===== src/rtl/debounce_ctrl_if.sv =====
// rtl/debounce_ctrl_if.sv - switch input, timer handshake and debounced outputs of debounce_ctrl
interface debounce_ctrl_if;
  logic sw_in;
  logic tick;
  logic timer_rst;
  logic db_level;
  logic db_rise;
  logic db_fall;
  logic busy;

  modport master (
    output sw_in, tick,
    input  timer_rst, db_level, db_rise, db_fall, busy
  );

  modport slave (
    input  sw_in, tick,
    output timer_rst, db_level, db_rise, db_fall, busy
  );
endinterface


===== src/rtl/debounce_ctrl.sv =====
// rtl/debounce_ctrl.sv - debounces one switch by counting external timer ticks while the new level holds
module debounce_ctrl #(
  parameter int N_TICKS     = 3,
  parameter int SYNC_STAGES = 2
) (
  input  logic            clk,
  input  logic            reset,
  debounce_ctrl_if.slave  bus
);

  localparam logic [1:0] ZERO  = 2'd0;
  localparam logic [1:0] WAIT1 = 2'd1;
  localparam logic [1:0] ONE   = 2'd2;
  localparam logic [1:0] WAIT0 = 2'd3;

  localparam logic [3:0] LAST_CNT = 4'(N_TICKS - 1);

  logic [SYNC_STAGES-1:0] sync_q;
  logic                   sync_in;
  logic [1:0]             state, state_nxt;
  logic [3:0]             cnt, cnt_nxt;
  logic                   level_q, rise_q, fall_q, busy_q;

  always_ff @(posedge clk) begin
    if (reset) begin
      sync_q <= '0;
    end else begin
      sync_q <= {sync_q[SYNC_STAGES-2:0], bus.sw_in};
    end
  end

  assign sync_in = sync_q[SYNC_STAGES-1];

  // A level change back to the stable state always beats a coincident tick.
  always_comb begin
    state_nxt = state;
    cnt_nxt   = cnt;
    case (state)
      ZERO: begin
        if (sync_in) state_nxt = WAIT1;
      end
      WAIT1: begin
        if (!sync_in) begin
          state_nxt = ZERO;
        end else if (bus.tick) begin
          if (cnt == LAST_CNT) state_nxt = ONE;
          else                 cnt_nxt   = cnt + 4'd1;
        end
      end
      ONE: begin
        if (!sync_in) state_nxt = WAIT0;
      end
      WAIT0: begin
        if (sync_in) begin
          state_nxt = ONE;
        end else if (bus.tick) begin
          if (cnt == LAST_CNT) state_nxt = ZERO;
          else                 cnt_nxt   = cnt + 4'd1;
        end
      end
      default: state_nxt = ZERO;
    endcase
    if (state_nxt != state) cnt_nxt = '0;
  end

  always_ff @(posedge clk) begin
    if (reset) begin
      state   <= ZERO;
      cnt     <= '0;
      level_q <= 1'b0;
      rise_q  <= 1'b0;
      fall_q  <= 1'b0;
      busy_q  <= 1'b0;
    end else begin
      state   <= state_nxt;
      cnt     <= cnt_nxt;
      level_q <= (state_nxt == ONE) || (state_nxt == WAIT0);
      rise_q  <= (state == WAIT1) && (state_nxt == ONE);
      fall_q  <= (state == WAIT0) && (state_nxt == ZERO);
      busy_q  <= (state_nxt == WAIT1) || (state_nxt == WAIT0);
    end
  end

  // Timer is held cleared in the stable states so each WAIT starts a full period.
  assign bus.timer_rst = (state == ZERO) || (state == ONE);
  assign bus.db_level  = level_q;
  assign bus.db_rise   = rise_q;
  assign bus.db_fall   = fall_q;
  assign bus.busy      = busy_q;

endmodule


===== src/flat_wrapper.sv =====
// flat-port wrapper written by rule: the top's interface ports become plain ports
module debounce_ctrl_flat 
#(
  parameter int N_TICKS     = 3,
  parameter int SYNC_STAGES = 2
)
  (clk, reset, bus_sw_in, bus_tick, bus_timer_rst, bus_db_level, bus_db_rise, bus_db_fall, bus_busy);
  debounce_ctrl_if bus_i ();
  input  logic clk;
  input  logic reset;
  input wire logic [$bits(bus_i.sw_in)-1:0] bus_sw_in;
  input wire logic [$bits(bus_i.tick)-1:0] bus_tick;
  output wire logic [$bits(bus_i.timer_rst)-1:0] bus_timer_rst;
  output wire logic [$bits(bus_i.db_level)-1:0] bus_db_level;
  output wire logic [$bits(bus_i.db_rise)-1:0] bus_db_rise;
  output wire logic [$bits(bus_i.db_fall)-1:0] bus_db_fall;
  output wire logic [$bits(bus_i.busy)-1:0] bus_busy;
  assign bus_i.sw_in = bus_sw_in;
  assign bus_i.tick = bus_tick;
  assign bus_timer_rst = bus_i.timer_rst;
  assign bus_db_level = bus_i.db_level;
  assign bus_db_rise = bus_i.db_rise;
  assign bus_db_fall = bus_i.db_fall;
  assign bus_busy = bus_i.busy;
  debounce_ctrl #(.N_TICKS(N_TICKS), .SYNC_STAGES(SYNC_STAGES)) u_core (.clk(clk), .reset(reset), .bus(bus_i));
endmodule

===== config.mk =====
export PLATFORM = sky130hd
export DESIGN_NAME = debounce_ctrl_flat
export DESIGN_NICKNAME = d
export VERILOG_FILES = /design/src/rtl/debounce_ctrl_if.sv /design/src/rtl/debounce_ctrl.sv /design/src/flat_wrapper.sv
export SDC_FILE = /design/constraint.sdc
export NUM_CORES = 1
export LEC_CHECK = 0
export CAP_MARGIN = 20
export CORE_AREA = 8 8 45 47
export CTS_CLUSTER_DIAMETER = 200
export CTS_CLUSTER_SIZE = 12
export DETAILED_ROUTE_END_ITERATION = 10
export DIE_AREA = 0 0 53 55
export SYNTH_ARGS = -nofsm -noshare
export SYNTH_HDL_FRONTEND = slang
export SYNTH_SLANG_ARGS = --single-unit

===== constraint.sdc =====
create_clock -name clk -period 4.34 [get_ports clk]
set_clock_uncertainty 0.2 [all_clocks]
set_input_delay 0.651 -clock clk [delete_from_list [all_inputs] [get_ports clk]]
set_output_delay 0.651 -clock clk [all_outputs]
set_load 0.01 [all_outputs]

Word level (Yosys, flattened, before mapping)
Index checks and enable logic that the tools add are counted.
- bits in registers: 12
- bits of input ports: 4
- logic and storage cells: 42
- add/subtract/negate cells: 1
- equality and inequality tests: 10
- mux-type cells: 14
- reduce and logical (&&, ||, !) cells: 10
- operators by type and width (kind ; count):
    2-bit two-way mux ; 8
    4-bit two-way mux ; 4
    2-bit == test, second input constant ; 4
    2-bit case mux with 4 select lines ; 1
    4-bit case mux with 2 select lines ; 1
    4-bit by 1-bit adder with 4-bit output, second input constant ; 1
    2-bit by 1-bit == test with 1-bit output, second input constant ; 2
    4-bit by 2-bit == test with 1-bit output, second input constant ; 1
    2-bit logical NOT ; 2
    1-bit logical OR ; 3
    3-bit AND reduction ; 1
    1-bit logical AND ; 2
    2-bit by 1-bit inequality test with 1-bit output, second input constant ; 1
    2-bit inequality test ; 1
    2-bit inequality test, second input constant ; 1
    2-bit nonzero test ; 1
    2-bit OR reduction ; 1

Logic depth before layout (Yosys ltp)
- word-level depth: 7
- mapped depth: 6
- gate-level depth less buffers: 6

Worst setup path after synthesis
Ideal clock, no wire load.
- kind: reg-to-reg
- start point: register u_core.cnt[0]
- end point: register u_core.cnt[1]
- setup time: 0.079 ns
- arrival: 1.279 ns
- data required time: 4.061 ns
- setup slack: 2.782 ns
- cell stages (with the launch flop): 7
- buffers on the path: 0
- path through: dfxtp_1 -> inv_1 -> ha_1 -> nor3b_4 -> nor3_2 -> nor2_1 -> a211oi_2
- cells in the longest elaborated chain, start to end: 7
- RTL lines (element ; RTL line ; text):
    from (decl) ; debounce_ctrl.sv:21 ; logic [3:0] cnt, cnt_nxt;
    from (signal assigned) ; debounce_ctrl.sv:76 ; cnt <= cnt_nxt;
    4-bit by 2-bit == test with 1-bit output ; debounce_ctrl.sv:46, debounce_ctrl.sv:57 ;
    2-bit two-way mux (on tied branches) ; debounce_ctrl.sv:57, debounce_ctrl.sv:46 ;
    2-bit two-way mux (on tied branches) ; debounce_ctrl.sv:56, debounce_ctrl.sv:45 ;
    2-bit two-way mux (on tied branches) ; debounce_ctrl.sv:54, debounce_ctrl.sv:43 ;
    2-bit case mux with 4 select lines ; debounce_ctrl.sv:38 ; case (state)
    2-bit inequality test ; debounce_ctrl.sv:63 ; if (state_nxt != state) cnt_nxt = '0;
    2-bit OR reduction (no source line) ; n/a ;
Several ways; a longest one is shown, not always the timed one. The select of a mux whose other input is x is not followed.
A chain may end at the register's enable or synchronous reset.

Worst setup path after layout
- start point: register u_core.state[0]
- end point: output port bus_timer_rst
- cells in the longest elaborated chain, start to end: 2
- RTL lines (element ; RTL line ; text):
    from (decl) ; debounce_ctrl.sv:20 ; logic [1:0] state, state_nxt;
    from (signal assigned) ; debounce_ctrl.sv:75 ; state <= state_nxt;
    2-bit == test or 2-bit logical NOT (tied branches) ; debounce_ctrl.sv:85 ; assign bus.timer_rst = (state == ZERO) || (state == ONE);
    1-bit logical OR * ; debounce_ctrl.sv:85 ;
    to (decl) ; flat_wrapper.sv:13 ; output wire logic [$bits(bus_i.timer_rst)-1:0] bus_timer_rst;
Mark *: on every way between the ends. The rest lies on a longest branch, timed or not.

==> flow_metrics.tcl <==
set metrics [dict create \
    cp_max_fo 5 \
    io_buffer_count 8 \
    start_util_pct 34.7 \
    irDropWorstVdd_uv 133 \
    final_nets 63 \
    cts-hold-fix-buffers 0 \
    synth_nets 50 \
    grt_max_degree 9 \
    tns_ps 0 \
    crit_arrival_ps 1290 \
    via_count 348 \
    postRouteAntennaNets 0 \
    cts_sinks 11 \
    power_density_nw_per_um2 305 \
    hold_violations 0 \
    period_share_pct 49.4 \
    n_antenna_cell 0 \
    cts_buffer_depth 2 \
    cts_resized 0 \
    area_growth_pct 26.3 \
    syn_inst 44 \
    final_cell_mix "11 x dfxtp_1, 8 x clkdlybuf4s50_1, 5 x nor2_1" \
    path_cells "inv_1 > clkdlybuf4s50_1" \
    utilization_pct 43.9 \
    synth_seq_cells 11 \
    cp_num_buf_inv 2 \
    holdWs_ps 240 \
    dieArea_um2 2920 \
    final_common_cell "dfxtp_1" \
    avgSynthCellArea_um2 10.9 \
    grt_pass1_vias 343 \
    criticalPathCategory "reg2out" \
    critPathMaxStageDelay_ps 550 \
    worst_pin_slew_ps 366 \
    cts-htree-levels 1 \
    critical_path.startpoint_type "flip-flop" \
    wirelength_um 808 \
    antenna_found_initial 0 \
    placed_cell_area_um2 581 \
    crit_required_ps 3490 \
    core.rowCount 14 \
    finalInstanceArea_um2 607 \
    rr_startpoint "u_core.cnt[0]" \
    core_um2 1380 \
    num_io_pins 9 \
    drtPass1Iterations 2 \
    slew_viol_final 0 \
    die_x_um 53 \
    dpl.hpwl_um 592 \
    drt_iter0_markers 2 \
    drc 0 \
    worstSkewPairLatency_ps 270 \
    critPathLaunch "u_core.state[0]" \
    stdcell_count 72 \
    grt_usage_pct 7.03 \
    finalSetupViolCount 0 \
    place_congestion 0.687 \
    power_leakage_uw 0.000198 \
    clock.fmax_ghz 0.466 \
    maxCapViolCount 0 \
    grt_pass1_wl_um 1440 \
    hp-class "reg2reg" \
    endpoint_kind "output pin" \
    rsz0062_at_grt "no" \
    clockRootBuffer "clkbuf_4" \
    postCtsSetupBuffers 0 \
    crit_family "buffers and inverters" \
    fin_crit_ps 2140 \
    ys_warn_count 0 \
    numCtsBuffers 3 \
    cp_slowest_cell "clkdlybuf4s50_1" \
    ys_seq_area_share_pct 45.8 \
    synth_area_um2 480 \
    wl_per_cell_um 11.2 \
    placed_cells 68 \
    cts_tree "built" \
    drive_above_1_share_pct 17.9 \
    cts.reportedPaths.clkPinSlew_ps 70 \
    via_per_inst 4.83 \
    grt_overflow 0 \
    ys_types 20 \
    die_h_um 55 \
    relSlewSlack_pct 75.4 \
    status "completed" \
    hp-start "u_core.sync_q[0]" \
]
metrics by stage:
| stage | setup slack [ps] | power (uW) |
|---|---|---|
| after floorplan | 2780 | 110 |
| after global placement | 2170 | 116 |
| after detailed placement | 2130 | 116 |
| after CTS | 2180 | 190 |
| after global routing | 2140 | 194 |
| final | 2200 | 185 |
synth_stat cells, drive strengths merged:
cell type,n,area share (%)
nor3,2,3.1
nor4b,2,3.6
nor2b,2,2.6
a21oi,1,1.0
nand3,2,2.1
xnor2,3,7.0
inv,3,2.3
nor2,5,3.9
dfxtp,11,46
o21bai,1,2.3
ha,2,5.2
a211oi,2,5.2
nand2,1,0.78
mux2i,2,4.2
a311oi,2,3.6
and2,1,1.6
nor3b,2,5.5
per-layer routing:
| layer | part of all wire (%) | GRT usage, % | up-vias |
|---|---|---|---|
| met2 | 41 | 8.98 | 10 |
| li1 | - | - | 178 |
| met3 | 6.1 | 1.87 | 5 |
| met4 | 6.2 | 9.05 | 0 |
| met5 | 0 | 0 | - |
| met1 | 47 | 8.31 | 155 |
logic make-up (layout without fill, tap and decap cells):
group	Yosys count	count (layout)	synth area share [%]
AO/OA/AOI/OAI	6	6	12.2
XOR/XNOR	3	3	7.03
adder cells (fa/ha/maj)	2	2	5.21
buffers and inverters	3	15	2.34
flip-flops	11	11	45.8
multiplexers	2	2	4.17
AND/OR/NAND/NOR	17	17	23.2
state kept, by name, summed over array words and instances (netlist names):
name	count
u_core.cnt	4
u_core.bus.db_level	1
u_core.sync_q	2
u_core.state	1
u_core.bus.db_rise	1
u_core.bus.busy	1
u_core.bus.db_fall	1
layout make-up:
class | instances | area [um^2]
inverter | 3 | 11.3
tap | 16 | 20.0
timing repair buffer | 8 | 80.1
fill | 150 | 777
multi-input combinational | 30 | 249
sequential | 11 | 220
clock buffer | 4 | 26.3
where the power goes:
group / total, uW / internal (uW) / switching, uW
logic: 10.5 / 5.68 / 4.80
registers: 103 / 102 / 0.982
clock network: 71.2 / 35.6 / 35.6
total: 185 / 144 / 41.3
worst paths after layout:
check,end,slack (ps),depth (start not counted)
max,bus_timer_rst,2200,2
min,u_core.sync_q[1],240,1
max reg2reg,u_core.cnt[1],2670,6
min reg2reg,u_core.sync_q[1],240,1
Power figures use the tool's default switching activity.
